## config.mk

```make
export PLATFORM = sky130hd
export DESIGN_NAME = mem_port_arbiter
export DESIGN_NICKNAME = d
export VERILOG_FILES = /design/src/rtl/mem_port_arbiter_pkg.sv /design/src/rtl/mem_port_arbiter_rr_pick.sv /design/src/rtl/mem_port_arbiter.sv
export SDC_FILE = /design/constraint.sdc
export NUM_CORES = 1
export LEC_CHECK = 0
export CAP_MARGIN = 15
export CORE_AREA = 4 4 113 115
export CTS_CLUSTER_DIAMETER = 40
export DETAILED_ROUTE_END_ITERATION = 6
export DIE_AREA = 0 0 117 119
export GPL_ROUTABILITY_DRIVEN = 0
export PLACE_DENSITY = 0.78
export SLEW_MARGIN = 20
export SYNTH_ARGS = -nofsm -noshare
export SYNTH_HDL_FRONTEND = slang
export SYNTH_SLANG_ARGS = --single-unit
```

## constraint.sdc

```tcl
create_clock -name clk -period 4.22 [get_ports clk]
set_clock_uncertainty 0.05 [all_clocks]
set_input_delay 1.055 -clock clk [delete_from_list [all_inputs] [get_ports clk]]
set_output_delay 1.055 -clock clk [all_outputs]
set_load 0.005 [all_outputs]
```

## src/rtl/mem_port_arbiter_pkg.sv

```systemverilog
// Shared types and constants for the data-memory port arbiter.
package mem_port_arbiter_pkg;

   typedef enum logic [1:0] {
      IDLE,
      LOCK0,
      LOCK1
   } state_t;

   localparam int BANK_LSB  = 16;
   localparam int BANK_BITS = 2;
   localparam int NUM_REQ   = 2;

endpackage

```

## src/rtl/mem_port_arbiter_rr_pick.sv

```systemverilog
// Two-way round-robin picker: a lone valid wins, a tie goes to rr_ptr.
module mem_port_arbiter_rr_pick
   import mem_port_arbiter_pkg::*;
(
   input  logic [NUM_REQ-1:0] valid,
   input  logic               rr_ptr,
   output logic [NUM_REQ-1:0] grant
);

   always_comb begin
      grant    = '0;
      grant[0] = valid[0] && (!valid[1] || !rr_ptr);
      grant[1] = valid[1] && (!valid[0] ||  rr_ptr);
   end

endmodule

```

## src/rtl/mem_port_arbiter.sv

```systemverilog
// Shares the banked data-memory port between the pipeline (req0) and the key loader (req1).
// Define MEM_PORT_ARBITER_BANK_CHECK_EN to suppress out-of-range writes and flag them on bank_err.
module mem_port_arbiter
   import mem_port_arbiter_pkg::*;
#(
   parameter int N        = 32,
   parameter int MAX_LOCK = 16
) (
   input  logic         clk,
   input  logic         rst,
   input  logic         req0_valid,
   input  logic         req0_we,
   input  logic         req0_lock,
   input  logic [N-1:0] req0_addr,
   input  logic [N-1:0] req0_wdata,
   output logic         req0_ready,
   input  logic         req1_valid,
   input  logic         req1_we,
   input  logic         req1_lock,
   input  logic [N-1:0] req1_addr,
   input  logic [N-1:0] req1_wdata,
   output logic         req1_ready,
   output logic         rsp0_valid,
   output logic [N-1:0] rsp0_rdata,
   output logic         rsp1_valid,
   output logic [N-1:0] rsp1_rdata,
   output logic         mem_write_enable,
   output logic [N-1:0] mem_address,
   output logic [N-1:0] mem_write_data,
`ifdef MEM_PORT_ARBITER_BANK_CHECK_EN
   output logic         bank_err,
`endif
   input  logic [N-1:0] mem_read_data
);

   localparam int LOCK_W = $clog2(MAX_LOCK);
   localparam logic [LOCK_W-1:0] LOCK_LAST = LOCK_W'(MAX_LOCK - 1);

   state_t              state;
   logic                rr_ptr;
   logic [LOCK_W-1:0]   lock_cnt;
   logic [NUM_REQ-1:0]  pick;
   logic [NUM_REQ-1:0]  grant;
   logic                sel1;
   logic                sel_we;
   logic                sel_lock;
   logic                out_of_range;
   logic [N-1:0]        rd_data;

   mem_port_arbiter_rr_pick u_pick (
      .valid  ({req1_valid, req0_valid}),
      .rr_ptr (rr_ptr),
      .grant  (pick)
   );

   // Grants are held off during reset so nothing completes or writes memory.
   always_comb begin
      grant = '0;
      if (!rst) begin
         case (state)
            IDLE:    grant = pick;
            LOCK0:   grant = {1'b0, req0_valid};
            LOCK1:   grant = {req1_valid, 1'b0};
            default: grant = '0;
         endcase
      end
   end

   assign req0_ready     = grant[0];
   assign req1_ready     = grant[1];
   assign sel1           = grant[1];
   assign sel_we         = sel1 ? req1_we   : req0_we;
   assign sel_lock       = sel1 ? req1_lock : req0_lock;
   assign mem_address    = sel1 ? req1_addr  : req0_addr;
   assign mem_write_data = sel1 ? req1_wdata : req0_wdata;

`ifdef MEM_PORT_ARBITER_BANK_CHECK_EN
   assign out_of_range     = |mem_address[N-1:BANK_LSB+BANK_BITS];
   assign mem_write_enable = (|grant) && sel_we && !out_of_range;
   assign rd_data          = out_of_range ? '0 : mem_read_data;
`else
   assign out_of_range     = 1'b0;
   assign mem_write_enable = (|grant) && sel_we;
   assign rd_data          = mem_read_data;
`endif

   always_ff @(posedge clk) begin
      if (rst) begin
         state      <= IDLE;
         rr_ptr     <= 1'b0;
         lock_cnt   <= '0;
         rsp0_valid <= 1'b0;
         rsp1_valid <= 1'b0;
         rsp0_rdata <= '0;
         rsp1_rdata <= '0;
`ifdef MEM_PORT_ARBITER_BANK_CHECK_EN
         bank_err   <= 1'b0;
`endif
      end else begin
         rsp0_valid <= grant[0] && !req0_we;
         rsp1_valid <= grant[1] && !req1_we;
         if (grant[0] && !req0_we) rsp0_rdata <= rd_data;
         if (grant[1] && !req1_we) rsp1_rdata <= rd_data;
`ifdef MEM_PORT_ARBITER_BANK_CHECK_EN
         if ((|grant) && out_of_range) bank_err <= 1'b1;
`endif
         case (state)
            IDLE: begin
               if (|grant) begin
                  rr_ptr <= !sel1;
                  if (sel_lock) begin
                     state    <= sel1 ? LOCK1 : LOCK0;
                     lock_cnt <= '0;
                  end
               end
            end
            LOCK0: begin
               lock_cnt <= lock_cnt + LOCK_W'(1);
               if (!req0_valid || (grant[0] && !req0_lock) || lock_cnt == LOCK_LAST) begin
                  state    <= IDLE;
                  rr_ptr   <= 1'b1;
                  lock_cnt <= '0;
               end
            end
            LOCK1: begin
               lock_cnt <= lock_cnt + LOCK_W'(1);
               if (!req1_valid || (grant[1] && !req1_lock) || lock_cnt == LOCK_LAST) begin
                  state    <= IDLE;
                  rr_ptr   <= 1'b0;
                  lock_cnt <= '0;
               end
            end
            default: state <= IDLE;
         endcase
      end
   end

endmodule

```

==> key figures, run 1 <==
Synth
  – Share of synthesized registers carrying an async set or reset: 0%
  – Post-synth top area cell: dfxtp_1
  – Synth Warn #: 0
  – Library cells used by synthesis: 31
  – Most common cell in the netlist: nand2_1
  – Register area share after synthesis: 40.49%
  – Syn_area_per_cell: 8.434 um^2
  – Synth cell count leaders: nand2_1, dfxtp_1, a21oi_1
  – Mapped Area: 3610 um^2
  – Post-synth EDFFs: 0
  – Top cells by area, synth: dfxtp_1, mux2_2, nand2_1
  – Area share of the largest cell type after synthesis: between 40 and 50%
  – Most used DFF post-synth: dfxtp_1
  – Syn Inst Count: 428
  – Post-synth net total: 601
  – Seq cells post-synth: 73

CTS
  – Reg clk slew, reported paths: 0.06 ns
  – Root Driver: clkbuf_16
  – Hold buffer count at cts: 0
  – Setup Buffers After CTS: 0
  – Skew-Pair Late Insertion Delay: 0.33 ns
  – TritonCTS buffer count: 9
  – Post-CTS resize count: 0
  – Clk sinks: 73
  – Max Buffers Root-to-Sink: 2
  – H-tree depth: 3
  – CTS tree: done

Power and ir drop
  – Leakage: 2.561 nW
  – Sw frac: 26.85%
  – Part of the power in the clock network: between 30% and 40%
  – Switching power total: around 0.0007 W
  – Worst vdd ir: about 0.17 mV
  – Final Total Pwr: 0.002625 W
  – Internal: 0.001920 W
  – Seq pwr share: 29.3%
  – PD cells: 369.4 nW/um^2
  – Combinational power share: 34.9%

Timing
  – Slew Limit Fails: 0
  – Worst rel slew slack: between 50% and 60%
  – TNS Setup: 0 ns
  – Final period utilization: 97.66%
  – Worst slew pin tran: 0.7024 ns
  – Final hold vios: 0
  – Max Fclk: between 200 and 250 MHz
  – Worst Hold Slack: approximately 0.40 ns
  – Setup Viol. Count Final: 0
  – RSZ-0062 raised after global routing: no
  – Crit path time final: 4.121 ns
  – Setup slack after layout: between 0.09 and 0.1 ns

Die
  – I/O Pins: roughly 300
  – Die width: 117 um
  – Die area: about 14000 um^2
  – # rows: 40
  – Initial Util: 30.56%
  – Die height: 119 um
  – Core area: 11810 um^2

Detailed routing
  – DRC violation count after routing: 0
  – Drt via density: just under 5
  – Top Layer Used: met5
  – Final wirelength: 19370 um
  – Met1 WL: 7866 um
  – Wirelength per Cell: 22.13 um
  – WL met3: ~1500 um
  – DR vias: 4314
  – DR iter-0 viols: 300
  – Antenna Nets Post-Route: 0
  – Wire length on met2: around 9500 um
  – TritonRoute pass-1 iters: 5

Final layout
  – Share of post-route cells with drive strength above 1: 14.05%
  – P&R area growth vs syn: 96.88%
  – Fillers: 1016
  – Total Nets Final: a little under 900

Global route
  – Vias in the first global route: between 4k and 5k
  – Total track usage: 27.16%
  – Largest net degree at the start of global routing: 70
  – Antenna violations before repair: 3
  – First-pass GRT wire length: ~28000 um
  – GR Overflow Total: 0

Place
  – Post-placement setup slack: 0.05373 ns
  – Post-DP HPWL: 15840 um
  – PortBufs: 300

Worst setup path
  – Crit-path slowest cell: clkdlybuf4s50_1
  – Worst path cell trace: clkdlybuf4s50_1 -> nand2_1 -> nor2_4 -> buf_4 -> mux2_2 -> clkdlybuf4s50_1
  – Worst Setup End Kind: output pin
  – CP delay by family, top: buffers and inverters
  – Max stage delay on crit path: 0.49 ns
  – Critical Path AT: 3.02 ns
  – Crit path kind: input port to output pin
  – Worst path bufs/invs: 3
  – Critical-path maximum fanout: 16
  – Startpoint Class: input port
  – Most frequent CP cell: clkdlybuf4s50_1
  – Worst path required time: 3.12 ns

Outcome
  – Status: completed

Flow run
  – Max-cap violations: 0

Hold path
  – Worst Hold Class: flip-flop to flip-flop
-- sequential cells by signal, indices dropped and copies added, names as in the netlist --
| signal | flops |
|---|---|
| rsp0_rdata | 32 |
| rsp1_valid | 1 |
| rsp1_rdata | 32 |
| state | 2 |
| lock_cnt | 4 |
| rr_ptr | 1 |
| rsp0_valid | 1 |
-- cell usage in the layout (no fill, tap or decap), types with 2 or more instances in the layout --
cell and instances:
a21oi_1 65, and2_1 2, buf_4 12, bufinv_16 4, clkbuf_16 9, clkdlybuf4s50_1 297, dfxtp_1 73, diode_2 2
ha_1 5, inv_1 4, inv_2 3, inv_6 2, mux2_2 64, mux2i_1 3, nand2_1 143, nand2b_1 4
nand3_1 8, nor2_1 2, nor3b_1 2, o211ai_1 2, o21ai_0 2, o311ai_0 3
-- area by class of cell --
class | instances | area, um^2 | share of cell area (%)
Timing Repair Buffer | 311 | 3088 | 43.45
Multi-Input combinational cell | 319 | 1976 | 27.80
Sequential cell | 73 | 1461 | 20.56
Clock buffer | 10 | 229.0 | 3.222
Tap cell | 147 | 183.9 | 2.588
Clock inverter | 6 | 137.6 | 1.937
Inverter | 7 | 26.28 | 0.3697
Antenna cell | 2 | 5.005 | 0.07042
-- per-stage QoR --
stage	cells	utilization [%]	instance area, um^2
after global placement	857	56.99	6731
after detailed placement	857	56.99	6731
after CTS	873	60.10	7098
after floorplan	428	-	3610
final	875	60.17	7107
after global routing	875	60.17	7107
-- metal layers --
layer  up-vias  global-route usage (%)
met5         -                       0
met4         2                   8.674
met3        24                   8.892
met2       212                   45.23
met1      2046                   32.74
li1       2030                       -
-- tightest hold or removal path, cell delays in order, from the launching register on --
cell     delay [ns]
dfxtp_1        0.30
nand2_1        0.05
a21oi_1        0.05
-- cell families after synthesis --
family	synth area share, %
and+or+nand+nor	18.86
AOI/OAI and AO/OA	13.03
DFF	40.49
muxes	20.80
buffers and inverters	5.095
adders and majority gates	1.733
-- power by group through the flow --
stage	logic, W	registers (W)	clock network [W]
2_1_floorplan	0.000392	0.000781	0
3_3_place_gp	0.000897	0.000780	0
3_5_place_dp	0.000908	0.000783	0
4_1_cts	0.000918	0.000768	0.000950
5_1_grt	0.000984	0.000774	0.000974
6_report	0.000915	0.000768	0.000942
-- path summary, 6_finish.rpt --
check,start,end,slack (ns),cells past startpoint
setup / recovery,req1_valid,mem_write_data[23],0.1,6
hold / removal,rsp0_rdata[29],rsp0_rdata[29],0.40,2
setup reg to reg,state[0],rsp1_rdata[13],1.65,8
hold reg to reg,rsp0_rdata[29],rsp0_rdata[29],0.40,2
(Power assumes the default switching activity.)
==> run 2: changes to the inputs <==
RECOVER_POWER = 100   (was not set)
==> run 2 against run 1 <==
  * Combinational power is 4.9% lower
  * Clock power hardly changed
  * Fmax is 0.10% lower
  * Flip-flop and latch count stayed put
  * Worst hold slack worse by 0.0038 ns
  * Wire length is 0.30% lower
  * Final area is 0.55% lower
  * Worst setup slack worse by 0.0043 ns
  * Sequential share of layout area is 0.11 points higher
==> key figures, run 2 (synthesis gave the netlist of run 1 again) <==
Detailed routing
  – Drt via density: 4.921 (-0.18%)
  – Final wirelength: 19310 um (-0.30%)
  – DR vias: 4311 (-0.070%)
  – TritonRoute pass-1 iters: 4 (-1)
  – Antenna Nets Post-Route: 0 (unchanged)
  – DR iter-0 viols: 338 (+13%)
  – Wirelength per Cell: 22.04 um (-0.42%)
  – DRC violation count after routing: 0 (unchanged)

Worst setup path
  – Crit path kind: input port to output pin
  – Worst path required time: 3.12 ns (about the same)
  – Worst R2R Path Depth: 8 (unchanged)
  – R2R Setup Slk: 1.00 ns (-0.65 ns)
  – Worst Setup End Kind: output pin
  – Startpoint Class: input port
  – Worst r2r dst: rsp1_rdata[13]
  – Critical-path maximum fanout: 20 (+4)
  – Critical Path AT: 3.02 ns (about the same)
  – RR Startpoint: state[0]

Final layout
  – Share of post-route cells with drive strength above 1: 12.67% (-1.4 points)
  – Total Nets Final: 894 (unchanged)
  – Finished Layout Cells: 876 (+0.11%)
  – Commonest non-fill, non-tap cell in the layout: clkdlybuf4s50_1
  – P&R area growth vs syn: 95.81%
  – Post-layout instance area: 7068 um^2 (-0.55%)
  – Largest regs: rsp0_rdata x32, rsp1_rdata x32, lock_cnt x4
  – Fin util: 59.84% (-0.33 points)
  – Commonest cells after routing, fill and taps aside: clkdlybuf4s50_1, nand2_1, dlygate4sd3_1, dfxtp_1, a21oi_1

Place
  – Post-DP HPWL: 15840 um (unchanged)
  – Placement Cell Area: 6731 um^2 (unchanged)
  – PortBufs: 300 (unchanged)
  – Placed Cells: 857 (unchanged)
  – Post-placement setup slack: 0.05373 ns (unchanged)

Timing
  – Worst rel slew slack: 24.49% (-29 points)
  – Worst slew pin tran: 1.131 ns (+0.4290 ns)
  – RSZ-0062 raised after global routing: no
  – TNS Setup: 0 ns (unchanged)
  – Slew Limit Fails: 0 (unchanged)
  – Setup slack after layout: 0.09436 ns (-0.004331 ns)
  – Max Fclk: 242.4 MHz (-0.10%)
  – Final period utilization: 97.76% (+0.10 points)
  – Crit path time final: 4.126 ns (+0.004331 ns)
  – Final hold vios: 0 (unchanged)
  – Setup Viol. Count Final: 0 (unchanged)

Power and ir drop
  – Switching power total: 0.0006905 W (-2.1%)
  – Sw frac: 26.78% (-0.071 points)
  – Combinational power share: 33.7% (-1.2 points)
  – Internal: 0.001888 W (-1.7%)
  – Seq pwr share: 29.7% (+0.4 points)
  – PD cells: 364.8 nW/um^2 (-1.3%)
  – Leakage: 2.772 nW (+8.2%)
  – Worst vdd ir: 0.1679 mV (+1.4%)
  – Part of the power in the clock network: 36.5% (+0.6 points)

CTS
  – TritonCTS buffer count: 9 (unchanged)
  – Clk sinks: 73 (unchanged)
  – H-tree depth: 3 (unchanged)
  – Reg clk slew, reported paths: 0.05 ns (about the same)
  – Max Buffers Root-to-Sink: 2 (unchanged)
  – Skew-Pair Late Insertion Delay: 0.33 ns (about the same)
  – Root Driver: clkbuf_16
  – CTS tree: done

Global route
  – Busiest grt layer: met2
  – GR Overflow Total: 0 (unchanged)
  – M3 GR Usage: 8.892% (unchanged)
  – First-pass GRT wire length: 27980 um (unchanged)
  – Antenna violations before repair: 3 (unchanged)
  – Routing usage on met2: 45.23% (unchanged)
  – Met1 usage: 32.74% (unchanged)
  – Total track usage: 27.16% (unchanged)
  – Largest net degree at the start of global routing: 70 (unchanged)
  – Vias in the first global route: 4533 (unchanged)

Hold path
  – WHS Endpoint: rsp0_rdata[29]
  – Worst Hold Class: flip-flop to flip-flop
  – Worst hold start: rsp0_rdata[29]
  – Worst Hold Depth: 2 (unchanged)

Outcome
  – Status: completed

Die
  – Core area: 11810 um^2 (unchanged)
  – I/O Pins: 301 (unchanged)
  – Die height: 119 um (unchanged)
  – Die area: 13920 um^2 (unchanged)
  – Die width: 117 um (unchanged)
  – Initial Util: 30.56% (unchanged)
  – # rows: 40 (unchanged)

Flow run
  – Max-cap violations: 0 (unchanged)
run 2: repair_timing:
item                       CTS  global route
buffers inserted             0             0
hold buffers                 0             0
gates resized for setup      0             1
setup endpoints to repair    0             1
run 2: power by group through the flow:
stage | clock, W | sequential (W) | combinational, W
floorplan | 0 | 0.000781 | 0.000392
global placement | 0 | 0.000780 | 0.000897
detailed placement | 0 | 0.000783 | 0.000908
CTS | 0.000950 | 0.000768 | 0.000918
global route | 0.000974 | 0.000772 | 0.000939
finish | 0.000942 | 0.000766 | 0.000870
run 2: worst max-delay path, cell delays in order:
cell	delay, ns
clkdlybuf4s50_1	0.49
nand2_1	0.12
nor2_4	0.21
buf_12	0.19
mux2_2	0.34
dlygate4sd3_1	0.60
run 2: how the worst max path moves through the flow:
stage / start / endpoint / cells past startpoint
detailed placement: req0_valid / mem_write_data[29] / 7
CTS: req0_valid / mem_write_data[29] / 7
floorplan: rst / mem_write_data[10] / 6
global placement: req0_valid / mem_write_data[29] / 7
global route: req1_valid / mem_write_data[29] / 6
finish: req1_valid / mem_write_data[17] / 6
run 2: metrics by stage:
step,power [W],hold WS (ns)
detailed placement,0.001691,0.3975
finish,0.002578,0.4009
CTS,0.002636,0.4057
global placement,0.001677,0.3921
global route,0.002686,0.4186
floorplan,0.001173,0.4027
run 2: metal layers:
metal | wire (um) | up-vias
li1 | - | 2033
met1 | 7776 | 2034
met2 | 9411 | 213
met3 | 1614 | 29
met4 | 491 | 2
met5 | 13 | -
run 2: layout make-up:
cell class,instances,area (um^2)
antenna,3,7.507
clock buffer,10,229.0
clock inverter,6,137.6
fill,1019,4743
inverter,7,26.28
multi-input combinational,319,1944
sequential,73,1461
tap,147,183.9
timing repair buffer,311,3078
==> run 3: changes to the inputs <==
CAP_MARGIN = 10   (was 15)
==> results of run 3 <==
Final layout, timing and power as in run 2 (identical DEF).
